## src/rtl/servo_motion_ctrl.sv

```systemverilog
`default_nettype none
// ============================================================================
// Module   : servo_motion_ctrl
// Purpose  : Rate-limited motion sequencer for a bank of hobby-servo PWM
//            channels. Each channel holds a target position and a slew rate.
//            On every PWM frame tick the channels are scanned in order. Each
//            channel's current position moves toward its target by at most
//            its rate. The result is broadcast on a shared position bus and
//            qualified by a one-hot update strobe.
// Ports    :
//   clk         in   system clock
//   rst         in   synchronous active-high reset
//   frame_tick  in   one-cycle pulse at PWM frame wrap
//   cmd_valid   in   command request
//   cmd_ready   out  command accepted when valid & ready at posedge (IDLE only)
//   cmd_idx     in   target channel (out-of-range indices are accepted, dropped)
//   cmd_target  in   new target position
//   cmd_rate    in   new slew rate, 0 = jump in one frame
//   position    out  shared position bus to PWM channels
//   update      out  one-hot load strobe qualifying position
//   in_motion   out  bit i high while current[i] != target[i]
//   frame_done  out  one-cycle pulse after the last channel is emitted
//   overrun     out  sticky: frame_tick arrived while scanning
// Revision : 1.0 - initial release
// ============================================================================
module servo_motion_ctrl #(
  parameter int          NUM_SERVOS   = 18,
  parameter int          IDX_W        = 5,
  parameter logic [15:0] CENTER       = 16'd32768,
  parameter logic [15:0] DEFAULT_RATE = 16'd256
) (
  input  logic                  clk,
  input  logic                  rst,
  input  logic                  frame_tick,
  input  logic                  cmd_valid,
  output logic                  cmd_ready,
  input  logic [IDX_W-1:0]      cmd_idx,
  input  logic [15:0]           cmd_target,
  input  logic [15:0]           cmd_rate,
  output logic [15:0]           position,
  output logic [NUM_SERVOS-1:0] update,
  output logic [NUM_SERVOS-1:0] in_motion,
  output logic                  frame_done,
  output logic                  overrun
);

  localparam logic [IDX_W-1:0] c_LAST_IDX = IDX_W'(NUM_SERVOS - 1);

  typedef enum logic [1:0] {
    S_IDLE = 2'd0,
    S_SCAN = 2'd1,
    S_DONE = 2'd2
  } state_t;

  state_t                r_state;
  logic [IDX_W-1:0]      r_idx;
  logic [15:0]           r_cur  [NUM_SERVOS];
  logic [15:0]           r_tgt  [NUM_SERVOS];
  logic [15:0]           r_rate [NUM_SERVOS];
  logic [15:0]           r_position;
  logic [NUM_SERVOS-1:0] r_update;
  logic                  r_frame_done;
  logic                  r_overrun;

  logic [15:0] w_cur;
  logic [15:0] w_tgt;
  logic [15:0] w_rate;
  logic        w_up;
  logic [16:0] w_dist;
  logic [15:0] w_next;
  logic        w_cmd_write;

  // Step arithmetic for the channel under scan. The distance is computed
  // 17 bits wide. A full step is taken only when the distance strictly
  // exceeds the rate, so add/subtract can never overshoot or wrap.
  always_comb begin
    w_cur  = r_cur[r_idx];
    w_tgt  = r_tgt[r_idx];
    w_rate = r_rate[r_idx];
    w_up   = (w_tgt > w_cur);
    w_dist = w_up ? ({1'b0, w_tgt} - {1'b0, w_cur})
                  : ({1'b0, w_cur} - {1'b0, w_tgt});
    if ((w_rate == 16'd0) || (w_dist <= {1'b0, w_rate})) begin
      w_next = w_tgt;
    end else if (w_up) begin
      w_next = w_cur + w_rate;
    end else begin
      w_next = w_cur - w_rate;
    end
  end

  // Out-of-range indices still complete the handshake but write nothing.
  assign w_cmd_write = cmd_valid && (r_state == S_IDLE) &&
                       (int'(cmd_idx) < NUM_SERVOS);

  always_ff @(posedge clk) begin
    if (rst) begin
      r_state      <= S_IDLE;
      r_idx        <= '0;
      r_position   <= CENTER;
      r_update     <= '0;
      r_frame_done <= 1'b0;
      r_overrun    <= 1'b0;
      for (int i = 0; i < NUM_SERVOS; i++) begin
        r_cur[i]  <= CENTER;
        r_tgt[i]  <= CENTER;
        r_rate[i] <= DEFAULT_RATE;
      end
    end else begin
      r_update     <= '0;
      r_frame_done <= 1'b0;

      if (frame_tick && (r_state != S_IDLE)) begin
        r_overrun <= 1'b1;
      end

      // The command write and a same-edge frame_tick coexist. Channel
      // cmd_idx is scanned on a later edge, so the scan sees the new values.
      if (w_cmd_write) begin
        r_tgt[cmd_idx]  <= cmd_target;
        r_rate[cmd_idx] <= cmd_rate;
      end

      case (r_state)
        S_IDLE: begin
          if (frame_tick) begin
            r_state <= S_SCAN;
            r_idx   <= '0;
          end
        end
        S_SCAN: begin
          r_cur[r_idx]    <= w_next;
          r_position      <= w_next;
          r_update[r_idx] <= 1'b1;
          if (r_idx == c_LAST_IDX) begin
            r_state <= S_DONE;
          end else begin
            r_idx <= r_idx + 1'b1;
          end
        end
        S_DONE: begin
          r_frame_done <= 1'b1;
          r_state      <= S_IDLE;
        end
        default: r_state <= S_IDLE;
      endcase
    end
  end

  generate
    for (genvar g = 0; g < NUM_SERVOS; g++) begin : g_motion
      assign in_motion[g] = (r_cur[g] != r_tgt[g]);
    end
  endgenerate

  assign cmd_ready  = (r_state == S_IDLE);
  assign position   = r_position;
  assign update     = r_update;
  assign frame_done = r_frame_done;
  assign overrun    = r_overrun;

endmodule
`default_nettype wire

```

## config.mk

```make
export PLATFORM = sky130hd
export DESIGN_NAME = servo_motion_ctrl
export DESIGN_NICKNAME = d
export VERILOG_FILES = /design/src/rtl/servo_motion_ctrl.sv
export SDC_FILE = /design/constraint.sdc
export NUM_CORES = 2
export LEC_CHECK = 0
export ABC_AREA = 1
export BUFFER_PORTS_ARGS = -buffer_cell sky130_fd_sc_hd__buf_2
export CAP_MARGIN = 20
export CORE_MARGIN = 5
export CORE_UTILIZATION = 45
export DETAILED_ROUTE_END_ITERATION = 10
export GPL_TIMING_DRIVEN = 0
export HOLD_SLACK_MARGIN = 0.1
export SYNTH_ARGS = -nofsm -noshare
export SYNTH_HDL_FRONTEND = slang
export SYNTH_SLANG_ARGS = --single-unit
```

## constraint.sdc

```tcl
create_clock -name clk -period 9.1 [get_ports clk]
set_clock_uncertainty 0.2 [all_clocks]
set_input_delay 1.82 -clock clk [delete_from_list [all_inputs] [get_ports clk]]
set_output_delay 1.82 -clock clk [all_outputs]
set_load 0.05 [all_outputs]
```

==> results.txt <==
Max Fclk - 111.8 MHz
Synth Area in XOR/XNOR - 3.763%
CP Class - reg -> reg
Final setup viols - 0
Synth Area in Simple Gates - 17.71%
CTS sink cnt - 1,584
Syn_area_per_cell - 10.60 sq um
Cts hold-fix bufs - 0
Slowest stage cell, crit path - buf_2
CTS buffer count - 174
Slew Viols, Final - 0
Area grow syn2layout - 16.66%
Worst rel slew slack - 10.38%
Area share of fa/ha/maj cells after synthesis - 1.246%
# IOs - 96
Measured slew at the worst slew-check pin - 1.344 ns
Crit path required time - 9.40 ns
Worst skew pair latency - 0.86 ns
Total Power - 0.02014 W
Mapped Cells - 6,891
Router iterations before antenna repair - 9
Initial Utilization - 45.41%
EDFF count, synth - 1,536
Crit path time final - 8.946 ns
Seq/Total Area, Yosys - 64.43%
DP Wirelength - 262.3 mm
Most used DFF post-synth - edfxtp_1
Nets@finish - 7,783
Pwr Density - 236.2 mW/mm^2
Yosys top cell by area - edfxtp_1
Initial antenna violation count - 30
CP max FO - 10
First-pass GRT wire length - 467.7 mm
Synthesis Warnings - 0
Post-layout util - 52.97%
Drt total wl - 354.6 mm
Max-cap violations - 0
H-Tree Depth - 4
Vias in the first global route - 55,910
Worst R2R Setup Slack - 0.15 ns
Worst Path Arrival - 9.25 ns
Largest net degree at the start of global routing - 26
Share of layout cells above drive strength 1 - 10.91%
Synth cell types - 54
Core area - 0.1609 sq mm
DRC Markers - 0
CTS tree - yes
Mux cell area share after synthesis - 0.04109%
Area after DPL - 0.07874 sq mm
Detail Route Antenna Nets - 0
GP Congestion - 1.123
Worst Reg2Reg Path Length in Cells - 42
Rows - 147
Complex-gate fraction of the synthesized area - 8.270%
CP peak stage delay - 0.57 ns
IO buf count - 94
Max VDD drop - 0.2173 mV
Crit Reg-Reg Endpoint - r_cur[8][15]$_SDFFCE_PN1P_
Vias post-DR - 61,800
DR iter-0 viols - 10,620
Tot GR Track Use - 40.71%
Synth async-reset ratio - 0%
CTS Buffer Depth - 3
WP buf/inv - 15
Synth Register Bits - 1,584
Synth Cell Area - 0.07308 sq mm
Yosys top cell area share - 63.12%
Worst hold path cell count - 2
Static leakage - 32.34 nW
Top cell by count, worst path - nand2_1
DIE WIDTH - 413.0 um
Design Area, Final - 0.08525 sq mm
WL/cell - 35.50 um
Grt total ovfl - 0
Cell family with most CP delay - buffers and inverters
Status - finished clean
Final worst-path cycle share - 98.31%
WHS Endpoint - frame_done$_SDFF_PP0_
Clock root buffer master - clkbuf_16
Area contributors post-synth - edfxtp_1 (63%), nor2_1 (7.3%), nand2_1 (5.3%)
Via-to-Cell Ratio - 6.187
Combinational family with the most area after synthesis - simple AND/OR/NAND/NOR gates
Hold Path Origin - r_state[1]$_SDFFE_PP0P_
Die H - 413.0 um
Hold Fails Final Rpt - 0
Clk slew on worst S/H paths - 0.07 ns
CP Launch Type - flip-flop
CP Capture Type - flip-flop
Die Area - 0.1706 sq mm
Worst min path class - reg -> reg
-- tightest hold or removal path, delay by kind of cell (launching register included) --
kind / cells / cell delay, ns
simple gates: 1 / 0.04
buf+inv: 1 / 0.06
flops: 1 / 0.31
-- cells in the final DEF, fill, tap and decap left out, types with 45 or more instances in the layout --
cell,count
edfxtp_1,1536
nor2_1,1407
nand2_1,1012
o21ai_0,582
nand3_1,545
conb_1,448
xor2_1,269
inv_1,259
buf_2,212
clkbuf_1,178
clkbuf_16,175
o221ai_1,169
a21oi_1,87
clkbuf_2,76
ha_1,68
buf_4,63
nor4_1,60
o22ai_1,52
clkinv_1,48
dfxtp_1,48
xnor2_1,45
-- cell usage after synthesis, drive strengths merged, types with 27 or more instances --
cell type  instances
inv              280
buf              227
o221ai           175
xnor2             45
ha                68
o22ai             55
clkbuf           238
nand4             27
nand2           1052
o21ai            623
a21oi             93
nand3            563
o211ai            29
edfxtp          1536
dfxtp             48
xor2             269
nor4              62
nor2            1423
-- cell type report --
| class | instances | area [sq um] |
|---|---|---|
| Antenna cell | 11 | 27.53 |
| Buffer | 463 | 2603 |
| Clock buffer | 213 | 4532 |
| Clock inverter | 110 | 1067 |
| Fill cell | 14710 | 75680 |
| Inverter | 282 | 1089 |
| Multi-Input combinational cell | 5007 | 24730 |
| Sequential cell | 1584 | 47090 |
| Tap cell | 2160 | 2703 |
| Timing Repair Buffer | 158 | 1415 |
| Timing Repair inverter | 1 | 7.507 |
-- where the power goes --
| part | total, W | internal (W) | switching, W | leakage, nW |
|---|---|---|---|---|
| Sequential | 0.00865 | 0.00837 | 0.000287 | 15.8 |
| Clock | 0.00710 | 0.00399 | 0.00311 | 2.73 |
| Combinational | 0.00438 | 0.000978 | 0.00340 | 13.8 |
| Total | 0.0201 | 0.0133 | 0.00680 | 32.3 |
-- worst max path at each step --
stage | to | slack (ns) | cells after the start
after CTS | r_cur[21][12]$_DFFE_PP_ | 0.0009 | 35
after floorplan | r_cur[17][12]$_DFFE_PP_ | 2.23 | 40
after global routing | r_cur[23][14]$_DFFE_PP_ | -0.02 | 49
final | r_cur[8][15]$_SDFFCE_PN1P_ | 0.15 | 42
after global placement | r_cur[30][12]$_DFFE_PP_ | -2.09 | 37
after detailed placement | r_cur[18][12]$_DFFE_PP_ | -2.16 | 37
-- stage by stage --
step / setup TNS (ns) / hold WS (ns) / instances / worst slack, ns
floorplan: 0 / 0.2215 / 7338 / 2.232
global placement: -751.80 / 0.2329 / 9592 / -2.088
detailed placement: -774.70 / 0.2363 / 9634 / -2.161
CTS: 0 / 0.2498 / 9963 / 0.0008624
global route: -0.2741 / 0.2699 / 9980 / -0.01902
finish: 0 / 0.2490 / 9989 / 0.1538
-- sequential cells by signal, indices dropped and copies added (netlist names), named ones only --
register and cells:
r_cur 512, r_rate 512, r_tgt 512, update 18, position 16, r_idx 5
r_state 2, frame_done 1, overrun 1
-- timing repair --
action / CTS / global route
gates resized for setup: 150 / 161
cloned: 0 / 1
setup buffers: 8 / 6
endpoints found under the setup margin: 528 / 526
pin swaps: 3 / 5
-- metal layers --
metal | up-vias | share of wire, % | global-route usage (%) | wire length (um)
met3 | 1230 | 14 | 13.90 | 48540
met4 | 8 | 9.9 | 30.66 | 35250
li1 | 25210 | - | - | -
met2 | 5175 | 41 | 58.62 | 146300
met5 | - | 0.049 | 0.2874 | 172
met1 | 30180 | 35 | 50.59 | 124400
-- logic make-up after synthesis --
family	Yosys count
compound gates	1014
xor+xnor	314
fa+ha+maj	71
buf+inv	747
flops	1584
mux	3
other cells	1
simple gates	3157
Power figures use the tool's default switching activity.
